## config.mk

```make
export PLATFORM = sky130hd
export DESIGN_NAME = rotary_encoder_array
export DESIGN_NICKNAME = d
export VERILOG_FILES = /design/src/rtl/rotary_encoder_array.sv
export SDC_FILE = /design/constraint.sdc
export NUM_CORES = 1
export LEC_CHECK = 0
export BUFFER_PORTS_ARGS = -buffer_cell sky130_fd_sc_hd__buf_2
export CORE_ASPECT_RATIO = 0.8
export CORE_MARGIN = 2
export CORE_UTILIZATION = 40
export CTS_CLUSTER_DIAMETER = 50
export CTS_CLUSTER_SIZE = 25
export DETAILED_ROUTE_END_ITERATION = 8
export PLACE_DENSITY = 0.52
export RECOVER_POWER = 100
export SETUP_SLACK_MARGIN = 0.2
export SLEW_MARGIN = 20
export SYNTH_ARGS = -nofsm -noshare
export SYNTH_HDL_FRONTEND = slang
export SYNTH_SLANG_ARGS = --single-unit
```

## constraint.sdc

```tcl
create_clock -name clk -period 3.4 [get_ports clk]
set_input_delay 0.51 -clock clk [delete_from_list [all_inputs] [get_ports clk]]
set_output_delay 0.51 -clock clk [all_outputs]
set_load 0.01 [all_outputs]
```

## src/rtl/rotary_encoder_array.sv

```systemverilog
// rtl/rotary_encoder_array.sv - multi-channel quadrature decoder: sync, debounce, detent FSM, position counters.
// Define ROTARY_SATURATE_EN to make position counters saturate instead of wrap.
module rotary_encoder_array #(
  parameter int CHANNELS        = 2,
  parameter int COUNT_W         = 8,
  parameter int DEBOUNCE_CYCLES = 16
) (
  input  logic                          clk,
  input  logic                          reset,
  input  logic [2*CHANNELS-1:0]         rotary_in,
  input  logic [CHANNELS-1:0]           clear,
  output logic [CHANNELS-1:0]           rotary_cw,
  output logic [CHANNELS-1:0]           rotary_ccw,
  output logic [CHANNELS*COUNT_W-1:0]   position
);

  localparam int NB = 2 * CHANNELS;
  localparam logic [15:0]        DEB     = 16'(DEBOUNCE_CYCLES);
  localparam logic [COUNT_W-1:0] POS_ONE = COUNT_W'(1);
`ifdef ROTARY_SATURATE_EN
  localparam logic [COUNT_W-1:0] POS_MAX = {1'b0, {(COUNT_W-1){1'b1}}};
  localparam logic [COUNT_W-1:0] POS_MIN = {1'b1, {(COUNT_W-1){1'b0}}};
`endif

  typedef enum logic [2:0] {
    S_IDLE, S_CW1, S_CW2, S_CW3, S_CCW1, S_CCW2, S_CCW3, S_RESYNC
  } state_t;

  logic [NB-1:0]        sync1_q, sync1_d, sync2_q, sync2_d, filt_q, filt_d;
  logic [15:0]          cnt_q [NB];
  logic [15:0]          cnt_d [NB];
  state_t               state_q [CHANNELS];
  state_t               state_d [CHANNELS];
  logic [CHANNELS-1:0]  cw_q, cw_d, ccw_q, ccw_d;
  logic [COUNT_W-1:0]   pos_q [CHANNELS];
  logic [COUNT_W-1:0]   pos_d [CHANNELS];

  // A change is seen as it moves into the second sync stage, so the filtered
  // bit follows a clean raw edge after exactly 2 + DEBOUNCE_CYCLES edges.
  always_comb begin
    sync1_d = rotary_in;
    sync2_d = sync1_q;
    filt_d  = filt_q;
    for (int i = 0; i < NB; i++) begin
      cnt_d[i] = cnt_q[i];
      if (sync1_q[i] != sync2_q[i]) begin
        cnt_d[i] = '0;
      end else begin
        if (cnt_q[i] != DEB) cnt_d[i] = cnt_q[i] + 16'd1;
        if (({1'b0, cnt_q[i]} + 17'd1) >= {1'b0, DEB}) filt_d[i] = sync2_q[i];
      end
    end
  end

  always_comb begin
    logic [1:0] ab;
    for (int c = 0; c < CHANNELS; c++) begin
      ab          = filt_q[2*c +: 2];
      state_d[c]  = state_q[c];
      cw_d[c]     = 1'b0;
      ccw_d[c]    = 1'b0;
      case (state_q[c])
        S_IDLE: begin
          if      (ab == 2'b01) state_d[c] = S_CW1;
          else if (ab == 2'b10) state_d[c] = S_CCW1;
          else if (ab == 2'b11) state_d[c] = S_RESYNC;
        end
        S_CW1: begin
          if      (ab == 2'b11) state_d[c] = S_CW2;
          else if (ab == 2'b00) state_d[c] = S_IDLE;
          else if (ab == 2'b10) state_d[c] = S_RESYNC;
        end
        S_CW2: begin
          if      (ab == 2'b10) state_d[c] = S_CW3;
          else if (ab == 2'b01) state_d[c] = S_CW1;
          else if (ab == 2'b00) state_d[c] = S_RESYNC;
        end
        S_CW3: begin
          if (ab == 2'b00) begin
            state_d[c] = S_IDLE;
            cw_d[c]    = 1'b1;
          end
          else if (ab == 2'b11) state_d[c] = S_CW2;
          else if (ab == 2'b01) state_d[c] = S_RESYNC;
        end
        S_CCW1: begin
          if      (ab == 2'b11) state_d[c] = S_CCW2;
          else if (ab == 2'b00) state_d[c] = S_IDLE;
          else if (ab == 2'b01) state_d[c] = S_RESYNC;
        end
        S_CCW2: begin
          if      (ab == 2'b01) state_d[c] = S_CCW3;
          else if (ab == 2'b10) state_d[c] = S_CCW1;
          else if (ab == 2'b00) state_d[c] = S_RESYNC;
        end
        S_CCW3: begin
          if (ab == 2'b00) begin
            state_d[c] = S_IDLE;
            ccw_d[c]   = 1'b1;
          end
          else if (ab == 2'b11) state_d[c] = S_CCW2;
          else if (ab == 2'b10) state_d[c] = S_RESYNC;
        end
        S_RESYNC: begin
          if (ab == 2'b00) state_d[c] = S_IDLE;
        end
        default: state_d[c] = S_RESYNC;
      endcase
    end
  end

  // Clear wins over a coincident event; the event pulse is still emitted.
  always_comb begin
    for (int c = 0; c < CHANNELS; c++) begin
      pos_d[c] = pos_q[c];
      if (clear[c]) begin
        pos_d[c] = '0;
      end else if (cw_d[c]) begin
`ifdef ROTARY_SATURATE_EN
        if (pos_q[c] != POS_MAX) pos_d[c] = pos_q[c] + POS_ONE;
`else
        pos_d[c] = pos_q[c] + POS_ONE;
`endif
      end else if (ccw_d[c]) begin
`ifdef ROTARY_SATURATE_EN
        if (pos_q[c] != POS_MIN) pos_d[c] = pos_q[c] - POS_ONE;
`else
        pos_d[c] = pos_q[c] - POS_ONE;
`endif
      end
    end
  end

  always_ff @(posedge clk) begin
    if (reset) begin
      sync1_q <= '0;
      sync2_q <= '0;
      filt_q  <= '0;
      cw_q    <= '0;
      ccw_q   <= '0;
      for (int i = 0; i < NB; i++) cnt_q[i] <= '0;
      for (int c = 0; c < CHANNELS; c++) begin
        state_q[c] <= S_IDLE;
        pos_q[c]   <= '0;
      end
    end else begin
      sync1_q <= sync1_d;
      sync2_q <= sync2_d;
      filt_q  <= filt_d;
      cw_q    <= cw_d;
      ccw_q   <= ccw_d;
      for (int i = 0; i < NB; i++) cnt_q[i] <= cnt_d[i];
      for (int c = 0; c < CHANNELS; c++) begin
        state_q[c] <= state_d[c];
        pos_q[c]   <= pos_d[c];
      end
    end
  end

  always_comb begin
    position = '0;
    for (int c = 0; c < CHANNELS; c++) position[c*COUNT_W +: COUNT_W] = pos_q[c];
  end

  assign rotary_cw  = cw_q;
  assign rotary_ccw = ccw_q;

endmodule

```

==> results of run 1 <==
## layout by cell type, fill, tap and decap left out, types with 3 or more instances in the layout
master,count
nor2_1,143
dfxtp_1,102
xnor2_1,55
nand2_1,42
nand3_1,29
ha_1,29
xor2_1,28
a21oi_1,27
o21ai_0,24
clkbuf_1,24
inv_1,23
nand4_1,22
nor3_1,22
mux2i_1,17
and3_1,15
nor2b_1,12
a31oi_1,10
nor4_1,10
nand2b_1,9
clkbuf_16,9
o31ai_1,7
a21o_1,7
a211oi_1,6
buf_2,6
or2_2,5
o21a_1,5
or4_1,4
inv_2,3
or3_1,3
buf_4,3
## area by class of cell
type                       instances  area, µm²  share of cell area, %
clock buffer                      13      250.2                  3.841
clock inverter                     3      67.56                  1.037
inverter                          26      97.59                  1.498
multi-input combinational        581       3696                  56.73
sequential                       102       2042                  31.34
tap                              184      230.2                  3.534
timing repair buffer              30      131.4                  2.017
## how the worst max path moves through the flow
stage	start	end	depth (start not counted)
final	filt_q[2]$_SDFFE_PP0P_	pos_q[0][15]$_SDFFE_PP0P_	13
after global routing	filt_q[2]$_SDFFE_PP0P_	pos_q[0][15]$_SDFFE_PP0P_	13
after CTS	filt_q[1]$_SDFFE_PP0P_	pos_q[0][7]$_SDFFE_PP0P_	14
after detailed placement	filt_q[1]$_SDFFE_PP0P_	pos_q[0][7]$_SDFFE_PP0P_	14
after global placement	filt_q[1]$_SDFFE_PP0P_	pos_q[0][7]$_SDFFE_PP0P_	14
after floorplan	filt_q[0]$_SDFFE_PP0P_	pos_q[0][7]$_SDFFE_PP0P_	15
## where the power goes
group | internal [µW] | total, µW | leakage, µW | switching [µW]
sequential | 1240 | 1320 | 0.000826 | 74.7
clock | 666 | 1100 | 0.000150 | 437
combinational | 223 | 477 | 0.00135 | 254
total | 2130 | 2900 | 0.00232 | 766
## repair_timing
| item | 4_1_cts | 5_1_grt |
|---|---|---|
| hold endpoints to repair | 0 | 0 |
| endpoints found under the setup margin | 1 | 3 |
| buffers inserted | 0 | 0 |
| cloned | 0 | 0 |
| resized for setup | 1 | 9 |
## cells by family after synthesis
kind of cell / after synthesis
flops: 102
fa+ha+maj: 32
compound gates: 112
xor+xnor: 84
buf+inv: 61
simple gates: 334
mux: 19
## critical path, stage by stage (launching register included)
cell	delay, ns
dfxtp_1	0.41
inv_1	0.19
ha_1	0.22
nand2_1	0.10
or2_4	0.33
ha_1	0.28
a21o_1	0.17
a21oi_1	0.21
nor2b_1	0.08
o21a_1	0.18
o41ai_1	0.30
mux2i_1	0.26
xnor2_1	0.13
nor2_1	0.05
## per-layer routing
metal / global-route usage, % / vias up / wire (µm)
li1: - / 2580 / -
met1: 21.58 / 2274 / 6223
met2: 24.88 / 81 / 5127
met3: 4.105 / 11 / 494
met4: 4.533 / 0 / 125
met5: 0 / - / 0
## state kept, by name, summed over array words and instances, names as in the netlist
signal,cells
cnt_q,64
pos_q,16
rotary_cw,2
state_q,6
sync1_q,4
rotary_ccw,2
sync2_q,4
filt_q,4
## stage by stage
step | utilization, % | setup WS [ns]
2_1_floorplan | - | 0.3361
3_3_place_gp | 43.02 | 0.2883
3_5_place_dp | 43.02 | 0.1767
4_1_cts | 45.23 | 0.2245
5_1_grt | 45.11 | 0.1319
6_report | 45.11 | 0.3686
==> results.md, run 1 <==
* Worst Path Required at 3.64 ns
* Final Skew at 0.005502 ns
* RD Place Congestion at 0.9019
* Hold Slack at 0.3662 ns
* Hold Path Origin: rotary_in[0]
* Power per cell area at 444.5 nW/µm²
* Share of the synthesized area in the top cell type at 34.19%
* Setup crit start kind: register
* Most common cell in the netlist: nor2_1
* Largest family of logic cells by synthesized area: simple AND/OR/NAND/NOR gates
* EDFF count, synth at 0
* Largest cells by area after synthesis: dfxtp_1 (34%), nor2_1 (9.0%), xnor2_1 (8.1%)
* Area grow syn2layout at 9.070%
* R2r endpoint: pos_q[0][15]$_SDFFE_PP0P_
* Post-layout minimum cycle time at 3.031 ns
* Final non-filler cell total at 939
* Prevailing post-synth register cell: dfxtp_1
* Commonest cells post-synth: nor2_1 (144), dfxtp_1 (102), xnor2_1 (55)
* Post-Syn Area per Cell at 8.029 µm²
* Outcome: finished clean
* Nets at 790
* Final Hold Viols at 0
* Die Width at 140.6 µm
* First-pass GRT wire length at 21.06 mm
* Rows at 39
* Post-Syn Area at 5973 µm²
* Remaining DRCs at 0
* DR WL/cell at 12.75 µm
* Largest net degree at the start of global routing at 23
* Simple-Gate Fraction of Synth Area at 27.02%
* Starting density of the core at 41.35%
* DR vias/cell at 5.267
* Post-DP HPWL at 8.725 mm
* Port-buffer cells at 27
* H-tree depth at 3
* Placeable Area at 14440 µm²
* Highest ir drop seen on vdd at 0.2583 mV
* Crit Path Category: register to register
* Synth Warn # at 0
* Fraction of registers with async set/reset at 0%
* Min-delay worst type: input pin to register
* Antenna-violating nets left at 0
* Setup-failing EPs final at 0
* Clk slew on worst S/H paths at 0.07 ns
* Num Clock Sinks at 102
* DRT Pass-1 Iters at 4
* Total power at 2896 µW
* Crit. End Element: register
* Synth Area in XOR/XNOR at 12.44%
* Root Driver: clkbuf_16
* CTS tree: built
* CTS Buf Count at 9
* Vias in the first global route at 4557
* Die area at 15930 µm²
* Worst slew pin tran at 1.094 ns
* Clock Latency Late Sink at 0.34 ns
* Final global-route overflow total at 0
* Share of cells above drive strength 1 at 5.563%
* Mux cell area share after synthesis at 3.226%
* Placement Cell Area at 6213 µm²
* Inst Count DP at 923
* FILL cells at 1450
* FF-to-FF setup slack at 0.37 ns
* Fmax achieved at 329.9 MHz
* Worst-path fanout max at 10
* Final Cell Area at 6515 µm²
* Crit share post-route at 89.16%
* Slew HR at 27.05%
* Syn Nets at 784
* Clock Path Buffers at 2
* Max-cap violations at 0
* WL final at 11.97 mm
* Unrepaired setup endpoints after global routing: false
* Setup tns final at 0 ns
* Detailed-route via count at 4946
* Compound-Gate Fraction of Synth Area at 12.07%
* Yosys top cell by area: dfxtp_1
* Hold endpoint: sync1_q[0]$_SDFF_PP0_
* WP data arrival at 3.27 ns
* Mapped Cells at 744
* Seq/Total Area, Yosys at 34.19%
* Min-Delay Path Depth at 2
* P_leak at 0.002322 µW
* Initial antenna violation count at 0
* Adder-cell area share of the yosys netlist at 6.954%
* Antenna fix cells at 0
* Vert. Die Dim at 113.3 µm
* Top-level I/O count at 28
* R2R Path Start: filt_q[2]$_SDFFE_PP0P_
* Distinct cells, synth at 61
* Initial DRC Count at 269
* Total Routing Usage GR at 15.84%
* R2R cell count at 13
* Hold_buf cts at 0
* Final slew viol count at 0
* Yosys reg bits at 102
Power figures use the tool's default switching activity.
==> inputs of run 2 (changes only) <==
- CORE_UTILIZATION: 40 -> 35
- PLACE_DENSITY: 0.52 -> 0.46
- RECOVER_POWER: 100 -> not set
==> results.md, run 2 (synthesis gave the netlist of run 1 again) <==
* Hold endpoint: sync1_q[3]$_SDFF_PP0_ (was sync1_q[0]$_SDFF_PP0_)
* WP data arrival at 3.24 ns (was 3.27 ns)
* Setup tns final at 0 ns (unchanged)
* Post-layout util at 39.87% (was 45.11%)
* Final Skew at 0.006139 ns (was 0.005502 ns)
* CTS tree: built (unchanged)
* Die Width at 150.1 µm (was 140.6 µm)
* Max-cap violations at 0 (unchanged)
* DR WL/cell at 12.71 µm (was 12.75 µm)
* Setup crit start kind: register (unchanged)
* Largest register FFs at 64 (unchanged)
* Highest ir drop seen on vdd at 0.2380 mV (was 0.2583 mV)
* Top flop regs: cnt_q x64, pos_q x16, state_q x6 (unchanged)
* Placement Cell Area at 6266 µm² (was 6213 µm²)
* Starting density of the core at 35.97% (was 41.35%)
* Clock Path Buffers at 2 (unchanged)
* Final slew viol count at 0 (unchanged)
* Post-DP HPWL at 8.961 mm (was 8.725 mm)
* WL final at 12.40 mm (was 11.97 mm)
* First-pass GRT wire length at 21.27 mm (was 21.06 mm)
* Most frequent cells in the layout: nor2_1 (144), dfxtp_1 (101), xnor2_1 (55), nand2_1 (42) (was nor2_1 (143), dfxtp_1 (102), xnor2_1 (55), nand2_1 (42))
* Total Routing Usage GR at 14.31% (was 15.84%)
* Initial antenna violation count at 0 (unchanged)
* Antenna-violating nets left at 0 (unchanged)
* Largest Register: cnt_q (unchanged)
* Unrepaired setup endpoints after global routing: true (was false)
* Final Hold Viols at 0 (unchanged)
* Min-Delay Path Depth at 2 (unchanged)
* Final Cell Area at 6621 µm² (was 6515 µm²)
* H-tree depth at 3 (unchanged)
* Root Driver: clkbuf_16 (unchanged)
* Worst slew pin tran at 0.9502 ns (was 1.094 ns)
* Slew HR at 36.65% (was 27.05%)
* FF-to-FF setup slack at 0.40 ns (was 0.37 ns)
* Post-CTS Setup Bufs at 0 (unchanged)
* Post-layout minimum cycle time at 3.002 ns (was 3.031 ns)
* Detailed-route via count at 4957 (was 4946)
* Antenna fix cells at 0 (unchanged)
* R2R Path Start: filt_q[1]$_SDFFE_PP0P_ (was filt_q[2]$_SDFFE_PP0P_)
* Area grow syn2layout at 10.85% (was 9.070%)
* Num Clock Sinks at 102 (unchanged)
* Nets at 791 (was 790)
* Vias in the first global route at 4548 (was 4557)
* DRT Pass-1 Iters at 4 (unchanged)
* Worst Path Required at 3.64 ns (about the same)
* Power per cell area at 444.4 nW/µm² (was 444.5 nW/µm²)
* Die area at 18130 µm² (was 15930 µm²)
* Crit Path Category: register to register (unchanged)
* Port-buffer cells at 27 (unchanged)
* Clk slew on worst S/H paths at 0.07 ns (about the same)
* Rows at 42 (was 39)
* Placeable Area at 16610 µm² (was 14440 µm²)
* Worst-path fanout max at 9 (was 10)
* Commonest non-fill, non-tap cell in the layout: nor2_1 (unchanged)
* Clock Latency Late Sink at 0.35 ns (was 0.34 ns)
* Total power at 2943 µW (was 2896 µW)
* Inst Count DP at 960 (was 923)
* Largest net degree at the start of global routing at 23 (unchanged)
* Vert. Die Dim at 120.8 µm (was 113.3 µm)
* Initial DRC Count at 327 (was 269)
* Setup-failing EPs final at 0 (unchanged)
* P_leak at 0.002430 µW (was 0.002322 µW)
* CTS Buf Count at 9 (unchanged)
* Hold Path Origin: rotary_in[3] (was rotary_in[0])
* Final non-filler cell total at 976 (was 939)
* R2R cell count at 14 (was 13)
* Outcome: finished clean (unchanged)
* Crit. End Element: register (unchanged)
* Top-level I/O count at 28 (unchanged)
* Remaining DRCs at 0 (unchanged)
* Final global-route overflow total at 0 (unchanged)
* Min-delay worst type: input pin to register (unchanged)
* DR vias/cell at 5.079 (was 5.267)
* RD Place Congestion at 0.8222 (was 0.9019)
* Share of cells above drive strength 1 at 8.730% (was 5.563%)
* Fmax achieved at 333.2 MHz (was 329.9 MHz)
* Crit share post-route at 88.28% (was 89.16%)
* R2r endpoint: pos_q[0][7]$_SDFFE_PP0P_ (was pos_q[0][15]$_SDFFE_PP0P_)
-- run 2: changes by cell type in the layout (fill, tap and decap cells not counted), moves of 2 or more --
cell,delta
buf_2,+21
inv_2,-2
clkbuf_1,-23
inv_1,+2
-- run 2: layout make-up --
class                           count  area (µm²)
Fill cell                        1720        9985
Multi-Input combinational cell    581        3716
Sequential cell                   102        2043
Tap cell                          220       275.3
Clock buffer                       11       242.7
Timing Repair Buffer               31       165.2
Inverter                           26       97.59
Clock inverter                      5       81.33
-- run 2: worst max-delay path: stages (launching register included) --
cell     delay [ns]
dfxtp_2        0.37
inv_1          0.20
ha_4           0.21
nand2_1        0.12
nor2_1         0.17
inv_1          0.15
ha_1           0.30
a21o_1         0.17
a21oi_1        0.20
nor2b_1        0.07
o21a_1         0.20
o41ai_2        0.24
mux2i_1        0.25
xor2_1         0.17
nor2_1         0.05
-- run 2: timing repair --
action | in CTS | in global routing
resized for setup | 2 | 5
endpoints found under the setup margin | 1 | 2
hold buffers | 0 | 0
-- run 2: metrics by stage --
stage | hold slack [ns] | worst slack, ns
after global placement | 0.4615 | 0.2465
after detailed placement | 0.4659 | 0.1423
after floorplan | 0.4447 | 0.3361
after global routing | 0.3736 | 0.1441
final | 0.3883 | 0.3983
after CTS | 0.3775 | 0.2407
-- run 2: layer usage --
layer | global-route usage (%) | share of wire [%]
met5 | 0 | 0
met3 | 3.962 | 4.2
met4 | 3.184 | 0.90
met2 | 21.72 | 43
met1 | 20.16 | 52
-- run 2: power by group --
group          internal (µW)  total [µW]  switching, µW  leakage (µW)
Clock                    668        1140            471      0.000156
Combinational            228         491            262       0.00145
Sequential              1240        1310           72.7      0.000826
-- run 2: how the worst max path moves through the flow --
stage                          endpoint              startpoint  slack, ns  cells past startpoint
6_report       pos_q[0][7]$_SDFFE_PP0P_  filt_q[1]$_SDFFE_PP0P_       0.40                     14
5_1_grt        pos_q[0][7]$_SDFFE_PP0P_  filt_q[1]$_SDFFE_PP0P_       0.14                     14
4_1_cts        pos_q[0][7]$_SDFFE_PP0P_  filt_q[1]$_SDFFE_PP0P_       0.24                     14
3_5_place_dp   pos_q[0][7]$_SDFFE_PP0P_  filt_q[1]$_SDFFE_PP0P_       0.14                     14
3_3_place_gp   pos_q[0][7]$_SDFFE_PP0P_  filt_q[1]$_SDFFE_PP0P_       0.25                     14
2_1_floorplan  pos_q[0][7]$_SDFFE_PP0P_  filt_q[0]$_SDFFE_PP0P_       0.34                     15
